## src/rtl/imem_boot_loader.sv

```systemverilog
// Boot loader: turns a length-prefixed byte stream into 32-bit instruction-memory writes.
// Latency: a word is written in the cycle after its 4th byte; load_done follows one cycle after the last write.
// Backpressure: byte_ready is decoded from state only; it is high while loading and low once DONE or ERR.
module imem_boot_loader #(
    parameter int unsigned          ADDR_W    = 64,
    parameter logic [ADDR_W-1:0]    BASE_ADDR = '0,
    parameter int unsigned          DEPTH     = 256
) (
    input  logic              clk,
    input  logic              reset,
    input  logic              byte_valid,
    input  logic [7:0]        byte_data,
    output logic              byte_ready,
    output logic              imem_we,
    output logic [ADDR_W-1:0] imem_addr,
    output logic [31:0]       imem_wdata,
    output logic              cpu_reset,
    output logic              load_done,
    output logic              load_err,
    output logic [15:0]       word_count
);

    typedef enum logic [2:0] {
        LEN_LO,
        LEN_HI,
        DATA,
        DONE,
        ERR
    } state_t;

    state_t            state_q, state_d;
    logic [15:0]       len_q, len_d;
    logic [1:0]        lane_q, lane_d;
    logic [23:0]       buf_q, buf_d;
    logic              we_q, we_d;
    logic [ADDR_W-1:0] addr_q, addr_d;
    logic [31:0]       wdata_q, wdata_d;
    logic [15:0]       wc_q, wc_d;
    logic              done_q, done_d;
    logic              err_q, err_d;

    logic              xfer;
    logic [15:0]       len_full;
    logic [15:0]       wc_inc;

    // Ready is purely a function of state so it never loops back through byte_valid.
    assign byte_ready = (state_q == LEN_LO) || (state_q == LEN_HI) || (state_q == DATA);
    assign xfer       = byte_valid && byte_ready;
    assign len_full   = {byte_data, len_q[7:0]};
    assign wc_inc     = wc_q + 16'd1;

    // Next-state and datapath updates; every register holds unless its state acts on it.
    always_comb begin
        state_d = state_q;
        len_d   = len_q;
        lane_d  = lane_q;
        buf_d   = buf_q;
        we_d    = 1'b0;
        addr_d  = addr_q;
        wdata_d = wdata_q;
        wc_d    = wc_q;
        done_d  = done_q;
        err_d   = err_q;

        case (state_q)
            LEN_LO: begin
                if (xfer) begin
                    len_d[7:0] = byte_data;
                    state_d    = LEN_HI;
                end
            end

            LEN_HI: begin
                if (xfer) begin
                    len_d = len_full;
                    if (len_full == 16'd0) begin
                        state_d = DONE;
                    end else if (32'(len_full) > DEPTH) begin
                        // Raised on entry so the error is visible in the first ERR cycle.
                        state_d = ERR;
                        err_d   = 1'b1;
                    end else begin
                        state_d = DATA;
                    end
                end
            end

            DATA: begin
                if (xfer) begin
                    lane_d = lane_q + 2'd1;
                    case (lane_q)
                        2'd0: buf_d[7:0]   = byte_data;
                        2'd1: buf_d[15:8]  = byte_data;
                        2'd2: buf_d[23:16] = byte_data;
                        default: begin
                            // Top byte completes the word; write it straight from the stream.
                            wdata_d = {byte_data, buf_q};
                            addr_d  = BASE_ADDR + (ADDR_W'(wc_q) << 2);
                            we_d    = 1'b1;
                            wc_d    = wc_inc;
                            if (wc_inc == len_q) begin
                                state_d = DONE;
                            end
                        end
                    endcase
                end
            end

            DONE: begin
                // Set one cycle after entry, which lands just after the final write strobe.
                done_d = 1'b1;
            end

            ERR: begin
                err_d = 1'b1;
            end

            default: begin
                state_d = LEN_LO;
            end
        endcase
    end

    // State register; synchronous reset wins over any in-flight load.
    always_ff @(posedge clk) begin
        if (reset) begin
            state_q <= LEN_LO;
            len_q   <= '0;
            lane_q  <= '0;
            buf_q   <= '0;
            we_q    <= 1'b0;
            addr_q  <= BASE_ADDR;
            wdata_q <= '0;
            wc_q    <= '0;
            done_q  <= 1'b0;
            err_q   <= 1'b0;
        end else begin
            state_q <= state_d;
            len_q   <= len_d;
            lane_q  <= lane_d;
            buf_q   <= buf_d;
            we_q    <= we_d;
            addr_q  <= addr_d;
            wdata_q <= wdata_d;
            wc_q    <= wc_d;
            done_q  <= done_d;
            err_q   <= err_d;
        end
    end

    assign imem_we    = we_q;
    assign imem_addr  = addr_q;
    assign imem_wdata = wdata_q;
    assign load_done  = done_q;
    assign load_err   = err_q;
    assign word_count = wc_q;
    // The processor stays in reset until a successful load; an error never releases it.
    assign cpu_reset  = ~done_q;

endmodule

```

## config.mk

```make
export PLATFORM = sky130hd
export DESIGN_NAME = imem_boot_loader
export DESIGN_NICKNAME = d
export VERILOG_FILES = /design/src/rtl/imem_boot_loader.sv
export SDC_FILE = /design/constraint.sdc
export NUM_CORES = 1
export LEC_CHECK = 0
export CORE_MARGIN = 2
export CORE_UTILIZATION = 25
export DETAILED_ROUTE_END_ITERATION = 10
export DONT_BUFFER_PORTS = 1
export GPL_ROUTABILITY_DRIVEN = 0
export PLACE_DENSITY_LB_ADDON = 0.2
export SYNTH_ARGS = -nofsm -noshare
export SYNTH_HDL_FRONTEND = slang
export SYNTH_SLANG_ARGS = --single-unit
```

## constraint.sdc

```tcl
create_clock -name clk -period 3.9 [get_ports clk]
set_clock_uncertainty 0.15 [all_clocks]
set_input_delay 0.78 -clock clk [delete_from_list [all_inputs] [get_ports clk]]
set_output_delay 0.78 -clock clk [all_outputs]
set_load 0.02 [all_outputs]
```

; ---- Word level (Yosys, flattened, before mapping)
; Index checks and enable logic that the tools add are counted.
[word_totals]
out_inout_bits = 117
wordCells = 70
inputBits = 11
ff_bits = 112
[op_classes]
magnitude_cmp = 1
n_reduce_logical = 19
n_eq_ne = 14
bitwise_logic = 6
mux = 15
n_addsub = 2
[ops]
columns = cell, n
row1 = $mux 3, 7
row2 = $add 16x1->16 const B, 1
row3 = $eq 16x16->1, 1
row4 = $gt 16x9->1 const B, 1
row5 = $logic_not 16->1, 1
row6 = $pmux 8 s2, 1
row7 = $reduce_and 3->1, 5
row8 = $pmux 3 s4, 1
row9 = $ne 2x2->1 const B, 5
row10 = $mux 8, 1
row11 = $eq 3x2->1 const B, 2
row12 = $not 1->1, 6
row13 = $reduce_and 6->1, 1
row14 = $reduce_or 3->1, 2
row15 = $mux 1, 4
row16 = $ne 2x1->1 const B, 2
row17 = $reduce_and 2->1, 2
row18 = $reduce_and 4->1, 1
row19 = $eq 3x1->1 const B, 1
row20 = $eq 3x3->1 const B, 1
row21 = $logic_not 3->1, 1
row22 = $add 2x1->2 const B, 1
row23 = $eq 2x1->1 const B, 1
row24 = $eq 2x2->1 const B, 1
row25 = 6 further kinds, 7

; ---- Depth between registers and ports, before layout
; Gate-level depths: netlist of the first run.
[depth]
ltp_word = 6
mapped_depth = 8
mapped_depth_nobuf = 7

; ---- Worst setup path after synthesis of the first run
; Ideal clock, no wire load.
[synth_path]
path_kind = flip-flop to flip-flop
from = register wc_q[0] (netlist: word_count[0])
to = register state_q[0]
synth_period_minus_slack_ps = 2409
path_stages_with_launch = 8
required_time_ps = 3673
setup_ps = 77
setup_slack_ps = 1491
path_buffers = 0
t_arrival_ps = 2182
path_cell_list = dfxtp_1 ha_1 nand3_1 or4_4 or3b_1 o311ai_1 nand4_1 a41oi_2
[synth_via]
elab_chain_len = 4
[synth_lines]
columns = element, line
row1 = start: declaration, 38  ; logic [15:0] wc_q, wc_d;
row2 = start signal: assignment, 145  ; wc_q <= wc_d;
row3 = $add 16x1->16, 50  ; assign wc_inc = wc_q + 16'd1;
row4 = $eq 16x16->1, 101  ; if (wc_inc == len_q) begin
row5 = $ne 2x1->1 (no line), n/a
row6 = $reduce_and 6->1 (no line), n/a
row7 = end signal: assignment, 138  ; state_q <= state_d;
row8 = end: declaration, 31  ; state_t state_q, state_d;
; Every way passes these cells.
; A chain may end at the register's enable or synchronous reset.

; ---- Final worst setup path of the first run
; Ends and elaborated chain as after synthesis.

==> results.json, run 1 <==
{
  "outcome": "finished clean",
  "cts_buffers": 9,
  "cts_sinks": 112,
  "power_density_nw_per_um2": 402,
  "timing.hold.worst.start": "buf_q[21]",
  "initial_core_util_pct": 25.3,
  "boundaryPins": 128,
  "cp-start-kind": "flop",
  "coreArea_sq_um": 20000,
  "clock_power_share_pct": 40.7,
  "vias_per_std_cell": 4.48,
  "setup.worst_path.class": "flop to flop",
  "drt-initial-drc-count": 232,
  "most-common-layout-cells": "168 x sky130_fd_sc_hd__nand2_1, 112 x sky130_fd_sc_hd__dfxtp_1, 100 x sky130_fd_sc_hd__a21oi_1",
  "proportion_of_synthesized_area_in_mux_cells_pct": 0.198,
  "cts.path.max_buffers": 2,
  "endpoint_kind": "flop",
  "synth_simple_gate_area_share_pct": 23.9,
  "report.final.slew_viol_count": 0,
  "crit_required_ns": 4.04,
  "post_synth_xor_area_fraction_pct": 5.01,
  "grt_remaining_overflow": 0,
  "seqPwrFrac_pct": 54.6,
  "maxCapViolations": 0,
  "cts_resized": 0,
  "fp.dieW_um": 146,
  "post_cts_buffers": 0,
  "synthesis.instances": 647,
  "combined_global_route_utilization_of_all_metal_layers_pct": 12.6,
  "die_height_um": 146,
  "post_cts_hold_buffer_count": 0,
  "final.period_utilization_pct": 69.5,
  "route.vias.total": 3988,
  "layout_min_cycle_time_ns": 2.71,
  "rsz_0062_raised_after_global_routing": "false",
  "final_common_cell": "sky130_fd_sc_hd__nand2_1",
  "synthToLayoutAreaGrowth_pct": 5.46,
  "switching_share_pct": 24.6,
  "num_rows": 52,
  "power.static_leakage_nw": 1.74,
  "hp-class": "flop to flop",
  "finish.cell_count_without_fillers": 890,
  "synth_compound_area_share_pct": 13.9,
  "design.die.area_sq_um": 21400,
  "ant_nets": 0,
  "least_margin_pin_slew_ns": 0.679,
  "post-place-cells": 874,
  "synth_area_sq_um": 5070,
  "cts_htree_levels": 3,
  "syn_avg_cell_area_sq_um": 7.83,
  "max_freq_mhz": 369,
  "antenna-diode-count": 0,
  "dpl_worst_slack_ns": 1.17,
  "final.setup.worst_slack_ns": 1.19,
  "cts.root.buffer_cell": "sky130_fd_sc_hd__clkbuf_16",
  "dp_hpwl_um": 9200,
  "synth_edf_count": 0,
  "yosysWarningCount": 0,
  "sequential_share_of_the_synthesized_area_pct": 44.2,
  "tritoncts": "done",
  "grt_pass1_vias": 3851,
  "post_route_cells_drive_above_1_share_pct": 4.03,
  "arrival_ns": 2.85,
  "vdd_ir_drop_max_v": 0.000212,
  "totalWireLength_um": 13400,
  "synth.lib_cells_used.distinct": 51,
  "worstPathMaxFanout": 7,
  "post_drt_wl_per_cell_um": 15.1,
  "yosys_most_used_dff": "sky130_fd_sc_hd__dfxtp_1",
  "yosys_register_bits": 112,
  "synth-adder-area-share_pct": 1.23,
  "antenna_found_initial": 0,
  "grt_first_pass_wirelength_um": 21200,
  "first_pass_iteration_count_of_the_detailed_router": 4,
  "design_internal_power_mw": 1.62,
  "power_mw": 2.15,
  "totalNegativeSetupSlack_ns": 0,
  "r2r_start": "word_count[0]",
  "grt_start_max_net_pins": 113,
  "cts.clk_slew.worst_paths_ns": 0.08,
  "clock_insertion_delay_at_the_later_pin_of_the_skew_report_ns": 0.36,
  "postSynth.asyncResetShare_pct": 0,
  "drc_errors": 0,
  "final-hold-violation-count": 0,
  "switching_power_mw": 0.529,
  "power.share.combinational_pct": 4.7,
  "worst_case_headroom_to_the_max_slew_limit_pct": 54.9,
  "dominant_combinational_cell_family_by_area_after_synthesis": "simple AND/OR/NAND/NOR gates",
  "io_buffer_count": 0,
  "timing.critical_path.from": "word_count[0]",
  "finish.net_count": 631,
  "whs_ns": 0.305,
  "finish_stage_setup_viols": 0
}
-- logic make-up after synthesis --
kind of cell             count (synthesis)
adder cells (fa/ha/maj)                  5
other                                    1
AO/OA/AOI/OAI                          126
XOR/XNOR                                29
AND/OR/NAND/NOR                        273
buffers and inverters                  100
flip-flops                             112
multiplexers                             1
-- metrics by stage --
step           util [%]  area (sq um)
2_1_floorplan         -          5240
3_3_place_gp       25.3          5070
3_5_place_dp       25.3          5070
4_1_cts            26.7          5340
5_1_grt            26.7          5340
6_report           26.7          5340
-- state kept, by name, summed over array words and instances (netlist names) --
signal / flops
word_count: 16
load_err: 1
imem_we: 1
len_q: 16
load_done: 1
lane_q: 2
imem_addr: 16
buf_q: 24
state_q: 3
imem_wdata: 32
-- cells in the mapped netlist (2+ instances only) --
cell type                     n  area (sq um)
sky130_fd_sc_hd__inv_1        6          22.5
sky130_fd_sc_hd__buf_1        5          18.8
sky130_fd_sc_hd__nor2_1      21          78.8
sky130_fd_sc_hd__clkbuf_1    31           116
sky130_fd_sc_hd__or3_1        4          25.0
sky130_fd_sc_hd__a211oi_1     2          15.0
sky130_fd_sc_hd__and2_1       5          31.3
sky130_fd_sc_hd__nor3_1       6          30.0
sky130_fd_sc_hd__ha_1         5          62.6
sky130_fd_sc_hd__nand2_1    169           634
sky130_fd_sc_hd__nand2b_1     7          43.8
sky130_fd_sc_hd__nand4_1      7          43.8
sky130_fd_sc_hd__buf_4       51           383
sky130_fd_sc_hd__xor2_1      14           123
sky130_fd_sc_hd__o21ai_0      5          25.0
sky130_fd_sc_hd__o2111ai_1    2          17.5
sky130_fd_sc_hd__and3_1       3          18.8
sky130_fd_sc_hd__o211ai_1     2          15.0
sky130_fd_sc_hd__nand3b_1     3          22.5
sky130_fd_sc_hd__a21oi_1    100           500
sky130_fd_sc_hd__nand3_1     33           165
sky130_fd_sc_hd__and4_1       2          17.5
sky130_fd_sc_hd__xnor2_1     15           131
sky130_fd_sc_hd__nor4_1       6          37.5
sky130_fd_sc_hd__dfxtp_1    112          2240
sky130_fd_sc_hd__buf_2        6          30.0
-- final cells by class --
class / count / area, sq um
Fill cell: 2268 / 14700
Sequential cell: 112 / 2240
Clock buffer: 10 / 229
Multi-Input combinational cell: 482 / 2440
Tap cell: 270 / 338
Clock inverter: 6 / 43.8
Timing Repair Buffer: 4 / 30.0
Inverter: 6 / 22.5
-- path summary, 6_finish.rpt --
path	slack [ns]	cells after the start	end
max reg2reg	1.19	7	state_q[0]
min reg2reg	0.31	2	imem_wdata[21]
max	1.19	7	state_q[0]
min	0.31	2	imem_wdata[21]
-- power groups by stage --
stage               logic [mW]  registers [mW]  clock network (mW)
floorplan                0.145            1.19                   0
finish                   0.101            1.17               0.874
global route             0.112            1.18               0.949
detailed placement       0.101            1.20                   0
global placement        0.0994            1.20                   0
CTS                      0.101            1.17               0.913
-- worst max-delay path, cell delays in order, from the launching register on --
cell and delay [ns]:
sky130_fd_sc_hd__dfxtp_1 0.62, sky130_fd_sc_hd__ha_1 0.30, sky130_fd_sc_hd__nand3_1 0.25, sky130_fd_sc_hd__or4_4 0.51, sky130_fd_sc_hd__or3b_1 0.39, sky130_fd_sc_hd__o311ai_1 0.09
sky130_fd_sc_hd__nand4_1 0.14, sky130_fd_sc_hd__a41oi_2 0.20
-- layer usage --
| metal | wire, um | up-vias | share of wire (%) | global-route usage [%] |
|---|---|---|---|---|
| met5 | 0 | - | 0 | 0 |
| met4 | 268 | 0 | 2.0 | 4.42 |
| met3 | 1140 | 16 | 8.5 | 4.78 |
| met2 | 6350 | 103 | 47 | 20.9 |
| met1 | 5660 | 1868 | 42 | 15.0 |
| li1 | - | 2001 | - | - |
Note: power is estimated with default switching activity, not from simulation.
==> run 2, diff against run 1 <==
Clock period 3.9 ns to 2.8 ns, I/O delays scaled along.
==> run 2 against run 1 <==
Compared with the run above:
- non-clock buffer count rose by 14
- hold slack lost 0.18 ns
- final area up 3.0%
- utilization rose by 0.80 points
- power up 46%
- first-iteration DRC count decreased by 22%
- global-route usage increased by 0.16 points
- critical path depth fell by 1
- sequential cell count unchanged
- sequential power increased by 39%
- die area is the same
- cell count grew 1.6%
- critical endpoint unchanged
==> results.json, run 2 (same netlist as run 1, synthesis figures left out) <==
{
  "outcome": "finished clean",
  "hp-class": "input port to flop",
  "seqPwrFrac_pct": 52.1,
  "power_density_nw_per_um2": 570,
  "drt-initial-drc-count": 182,
  "post_route_cells_drive_above_1_share_pct": 6.31,
  "grt_first_pass_wirelength_um": 21400,
  "final-hold-violation-count": 0,
  "drc_errors": 0,
  "maxCapViolations": 0,
  "num_rows": 52,
  "antenna_found_initial": 0,
  "design.die.area_sq_um": 21400,
  "max_freq_mhz": 406,
  "route.vias.total": 4013,
  "rsz_0062_raised_after_global_routing": "false",
  "layout_min_cycle_time_ns": 2.46,
  "cts.root.buffer_cell": "sky130_fd_sc_hd__clkbuf_16",
  "cts_sinks": 112,
  "dp_hpwl_um": 9270,
  "clock_insertion_delay_at_the_later_pin_of_the_skew_report_ns": 0.35,
  "worstPathMaxFanout": 7,
  "cts_resized": 0,
  "die_height_um": 146,
  "finish_stage_setup_viols": 0,
  "first_pass_iteration_count_of_the_detailed_router": 4,
  "arrival_ns": 2.59,
  "least_margin_pin_slew_ns": 0.590,
  "power.static_leakage_nw": 1.83,
  "post_cts_hold_buffer_count": 0,
  "boundaryPins": 128,
  "setup.worst_path.class": "flop to flop",
  "ant_nets": 0,
  "largest_register_ff_count": 32,
  "fp.dieW_um": 146,
  "cp-start-kind": "flop",
  "worst_case_headroom_to_the_max_slew_limit_pct": 60.8,
  "finish.net_count": 645,
  "vias_per_std_cell": 4.44,
  "antenna-diode-count": 0,
  "initial_core_util_pct": 25.3,
  "tritoncts": "done",
  "grt_pass1_vias": 3837,
  "grt_remaining_overflow": 0,
  "final.period_utilization_pct": 87.9,
  "coreArea_sq_um": 20000,
  "endpoint_kind": "flop",
  "post_cts_buffers": 0,
  "totalNegativeSetupSlack_ns": 0,
  "report.final.slew_viol_count": 0,
  "postLayoutCellArea_sq_um": 5500,
  "crit_required_ns": 2.93,
  "combined_global_route_utilization_of_all_metal_layers_pct": 12.8,
  "most-common-layout-cells": "168 x sky130_fd_sc_hd__nand2_1, 112 x sky130_fd_sc_hd__dfxtp_1, 100 x sky130_fd_sc_hd__a21oi_1",
  "dp_area_sq_um": 5190,
  "grt_start_max_net_pins": 113,
  "cts_buffers": 9,
  "design_internal_power_mw": 2.40,
  "final_common_cell": "sky130_fd_sc_hd__nand2_1",
  "cts.path.max_buffers": 2,
  "cts.clk_slew.worst_paths_ns": 0.07,
  "clock_power_share_pct": 43.5,
  "cts_htree_levels": 3,
  "synthToLayoutAreaGrowth_pct": 8.62,
  "io_buffer_count": 0,
  "switching_power_mw": 0.739,
  "totalWireLength_um": 13700,
  "power.share.combinational_pct": 4.5,
  "post_drt_wl_per_cell_um": 15.2,
  "switching_share_pct": 23.6,
  "vdd_ir_drop_max_v": 0.000292
}
==> run 2: changes by cell type in the layout (fill, tap and decap cells not counted), sizes merged <==
cell / previous run / this run
bufinv: 0 / 1
clkbuf: 10 / 11
clkinvlp: 1 / 2
clkinv: 3 / 0
buf: 4 / 18
==> run 2: power groups by stage <==
stage / combinational [mW] / clock (mW) / sequential, mW
floorplan: 0.202 / 0 / 1.66
global placement: 0.137 / 0 / 1.67
detailed placement: 0.138 / 0 / 1.67
CTS: 0.139 / 1.42 / 1.63
global route: 0.154 / 1.49 / 1.64
finish: 0.140 / 1.36 / 1.63
==> run 2: worst paths after layout <==
path	from	end	slack (ns)	cells past startpoint
setup / recovery	word_count[9]	state_q[0]	0.34	6
hold reg to reg	buf_q[19]	buf_q[19]	0.31	2
setup reg to reg	word_count[9]	state_q[0]	0.34	6
hold / removal	reset	word_count[9]	0.12	1
==> run 2: per-layer routing <==
metal | track usage (%) | up-vias | wire, um
met5 | 0 | - | 0
met4 | 3.40 | 0 | 154
met3 | 4.56 | 12 | 1050
met2 | 21.1 | 110 | 6430
met1 | 15.8 | 1867 | 6090
li1 | - | 2024 | -
==> run 2: final cells by class <==
cell class / instances / area (sq um)
fillers: 2254 / 14500
multi-input cells: 482 / 2440
flip-flops and latches: 112 / 2240
well taps: 270 / 338
clock buffers: 11 / 253
repair buffers: 18 / 148
clock inverters: 5 / 62.6
inverters: 6 / 22.5
==> run 2: through the flow <==
| step | cells | worst slack, ns | util (%) | hold WS [ns] | power [mW] |
|---|---|---|---|---|---|
| 2_1_floorplan | 694 | 0.391 | - | 0.282 | 1.86 |
| 3_3_place_gp | 888 | 0.440 | 25.9 | 0.293 | 1.81 |
| 3_5_place_dp | 888 | 0.366 | 25.9 | 0.297 | 1.81 |
| 4_1_cts | 904 | 0.347 | 27.5 | 0.106 | 3.19 |
| 5_1_grt | 904 | 0.0878 | 27.5 | 0.0948 | 3.28 |
| 6_report | 904 | 0.339 | 27.5 | 0.122 | 3.14 |
==> run 2: critical path: stages, from the launching register on <==
cell and delay (ns):
sky130_fd_sc_hd__dfxtp_1 0.59, sky130_fd_sc_hd__nand3_1 0.23, sky130_fd_sc_hd__or4_4 0.57, sky130_fd_sc_hd__or3b_1 0.39, sky130_fd_sc_hd__o311ai_1 0.08, sky130_fd_sc_hd__nand4_1 0.16
sky130_fd_sc_hd__a41oi_2 0.23
==> run 3, diff against run 2 <==
Settings changed: CORE_MARGIN 2 to 5, REMOVE_ABC_BUFFERS set to 1.
==> run 3 against run 2 <==
Compared with the run above:
- power is 0.60% lower
- die area up 8.4%
- cell count shrank 0.22%
- final area is 0.48% lower
- hold slack improved by 0.0066 ns
- clock power about the same
- highest routed layer unchanged
==> results.json, run 3 (same netlist as run 1, synthesis figures left out) <==
{
  "outcome": "finished clean",
  "initial_core_util_pct": 25.2,
  "final.period_utilization_pct": 87.5,
  "io_buffer_count": 0,
  "antenna_found_initial": 0,
  "max_freq_mhz": 408,
  "register_area_sq_um": 2240,
  "antenna-diode-count": 0,
  "route.vias.total": 4034,
  "report.final.slew_viol_count": 0,
  "coreArea_sq_um": 20100,
  "grt_pass1_vias": 3863,
  "final_common_cell": "sky130_fd_sc_hd__nand2_1",
  "worst_case_headroom_to_the_max_slew_limit_pct": 61.6,
  "post_route_cells_drive_above_1_share_pct": 6.01,
  "arrival_ns": 2.58,
  "crit_buf_inv": 0,
  "cp-start-kind": "flop",
  "combined_global_route_utilization_of_all_metal_layers_pct": 11.9,
  "rsz_0062_raised_after_global_routing": "false",
  "synthToLayoutAreaGrowth_pct": 8.10,
  "whs_ns": 0.128,
  "die_height_um": 152,
  "multiInputGateArea_sq_um": 2440,
  "post-place-cells": 886,
  "drc_errors": 0,
  "cts.path.max_buffers": 2,
  "post_drt_wl_per_cell_um": 15.5,
  "least_margin_pin_slew_ns": 0.577,
  "grt_start_max_net_pins": 113,
  "post_cts_hold_buffer_count": 0,
  "hp-class": "input port to flop",
  "postLayoutCellArea_sq_um": 5480,
  "maxCapViolations": 0,
  "setup.worst_path.class": "flop to flop",
  "final_util_pct": 27.2,
  "clock_insertion_delay_at_the_later_pin_of_the_skew_report_ns": 0.35,
  "cts.root.buffer_cell": "sky130_fd_sc_hd__clkbuf_16",
  "post_cts_buffers": 0,
  "cts_buffers": 9,
  "boundaryPins": 128,
  "finish_stage_setup_viols": 0,
  "largest_register_ff_count": 32,
  "cts.clk_slew.worst_paths_ns": 0.08,
  "totalWireLength_um": 14000,
  "final-hold-violation-count": 0,
  "cts_htree_levels": 3,
  "critical_path.cell_chain": "ha_1 > nand3_1 > or4_4 > or3b_1 > o311ai_1 > nand4_1 > a41oi_2",
  "first_pass_iteration_count_of_the_detailed_router": 4,
  "tritoncts": "done",
  "ant_nets": 0,
  "most-common-layout-cells": "168 x sky130_fd_sc_hd__nand2_1, 112 x sky130_fd_sc_hd__dfxtp_1, 100 x sky130_fd_sc_hd__a21oi_1",
  "layout_min_cycle_time_ns": 2.45,
  "power.static_leakage_nw": 1.82,
  "dp_area_sq_um": 5170,
  "finish.net_count": 643,
  "grt_remaining_overflow": 0,
  "worstPathMaxFanout": 7,
  "fillCellCount": 2185,
  "cts_sinks": 112,
  "power_density_nw_per_um2": 569,
  "crit_required_ns": 2.93,
  "dp_hpwl_um": 9360,
  "vdd_ir_drop_max_v": 0.000256,
  "crit_path_leading_delay_family": "simple AND/OR/NAND/NOR gates",
  "finish.cell_count_without_fillers": 902,
  "endpoint_kind": "flop",
  "vias_per_std_cell": 4.47,
  "num_rows": 52,
  "fp.dieW_um": 152,
  "slowest_stage": "sky130_fd_sc_hd__or4_4",
  "cts_resized": 0,
  "design.die.area_sq_um": 23200,
  "grt_first_pass_wirelength_um": 22100,
  "drt-initial-drc-count": 228,
  "power_mw": 3.12,
  "max_stage_delay_ns": 0.49
}
[run 3: cell count changes in the layout (fill, tap and decap cells not counted), sizes merged]
cell	before	now
clkinv	0	4
clkinvlp	2	0
buf	18	16
clkbuf	11	9
[run 3: through the flow]
| stage | setup WS [ns] | TNS, ns |
|---|---|---|
| after floorplan | -2.62 | -173.41 |
| after global placement | 0.505 | 0 |
| after detailed placement | 0.397 | 0 |
| after CTS | 0.371 | 0 |
| after global routing | 0.226 | 0 |
| final | 0.349 | 0 |
[run 3: worst paths after layout]
check	from	end	slack, ns	cells past startpoint
worst max-delay path	word_count[1]	state_q[0]	0.35	7
worst min-delay path	reset	imem_addr[15]	0.13	1
worst max register to register	word_count[1]	state_q[0]	0.35	7
worst min register to register	buf_q[9]	buf_q[9]	0.31	2
[run 3: cell type report]
type / instances / area share, %
repair buffers: 16 / 2.42
well taps: 270 / 6.17
inverters: 6 / 0.411
multi-input cells: 482 / 44.5
clock buffers: 9 / 4.11
flip-flops and latches: 112 / 40.9
clock inverters: 7 / 1.44
[run 3: power by group]
group	internal (mW)	total [mW]	switching [mW]
logic	0.0378	0.142	0.104
clock network	0.705	1.34	0.637
registers	1.61	1.63	0.0252
[run 3: routing by layer]
metal,track usage [%],vias up,wire length (um)
li1,-,2022,-
met1,14.5,1898,6220
met2,20.1,103,6840
met3,3.29,11,811
met4,4.11,0,151
met5,0,-,0
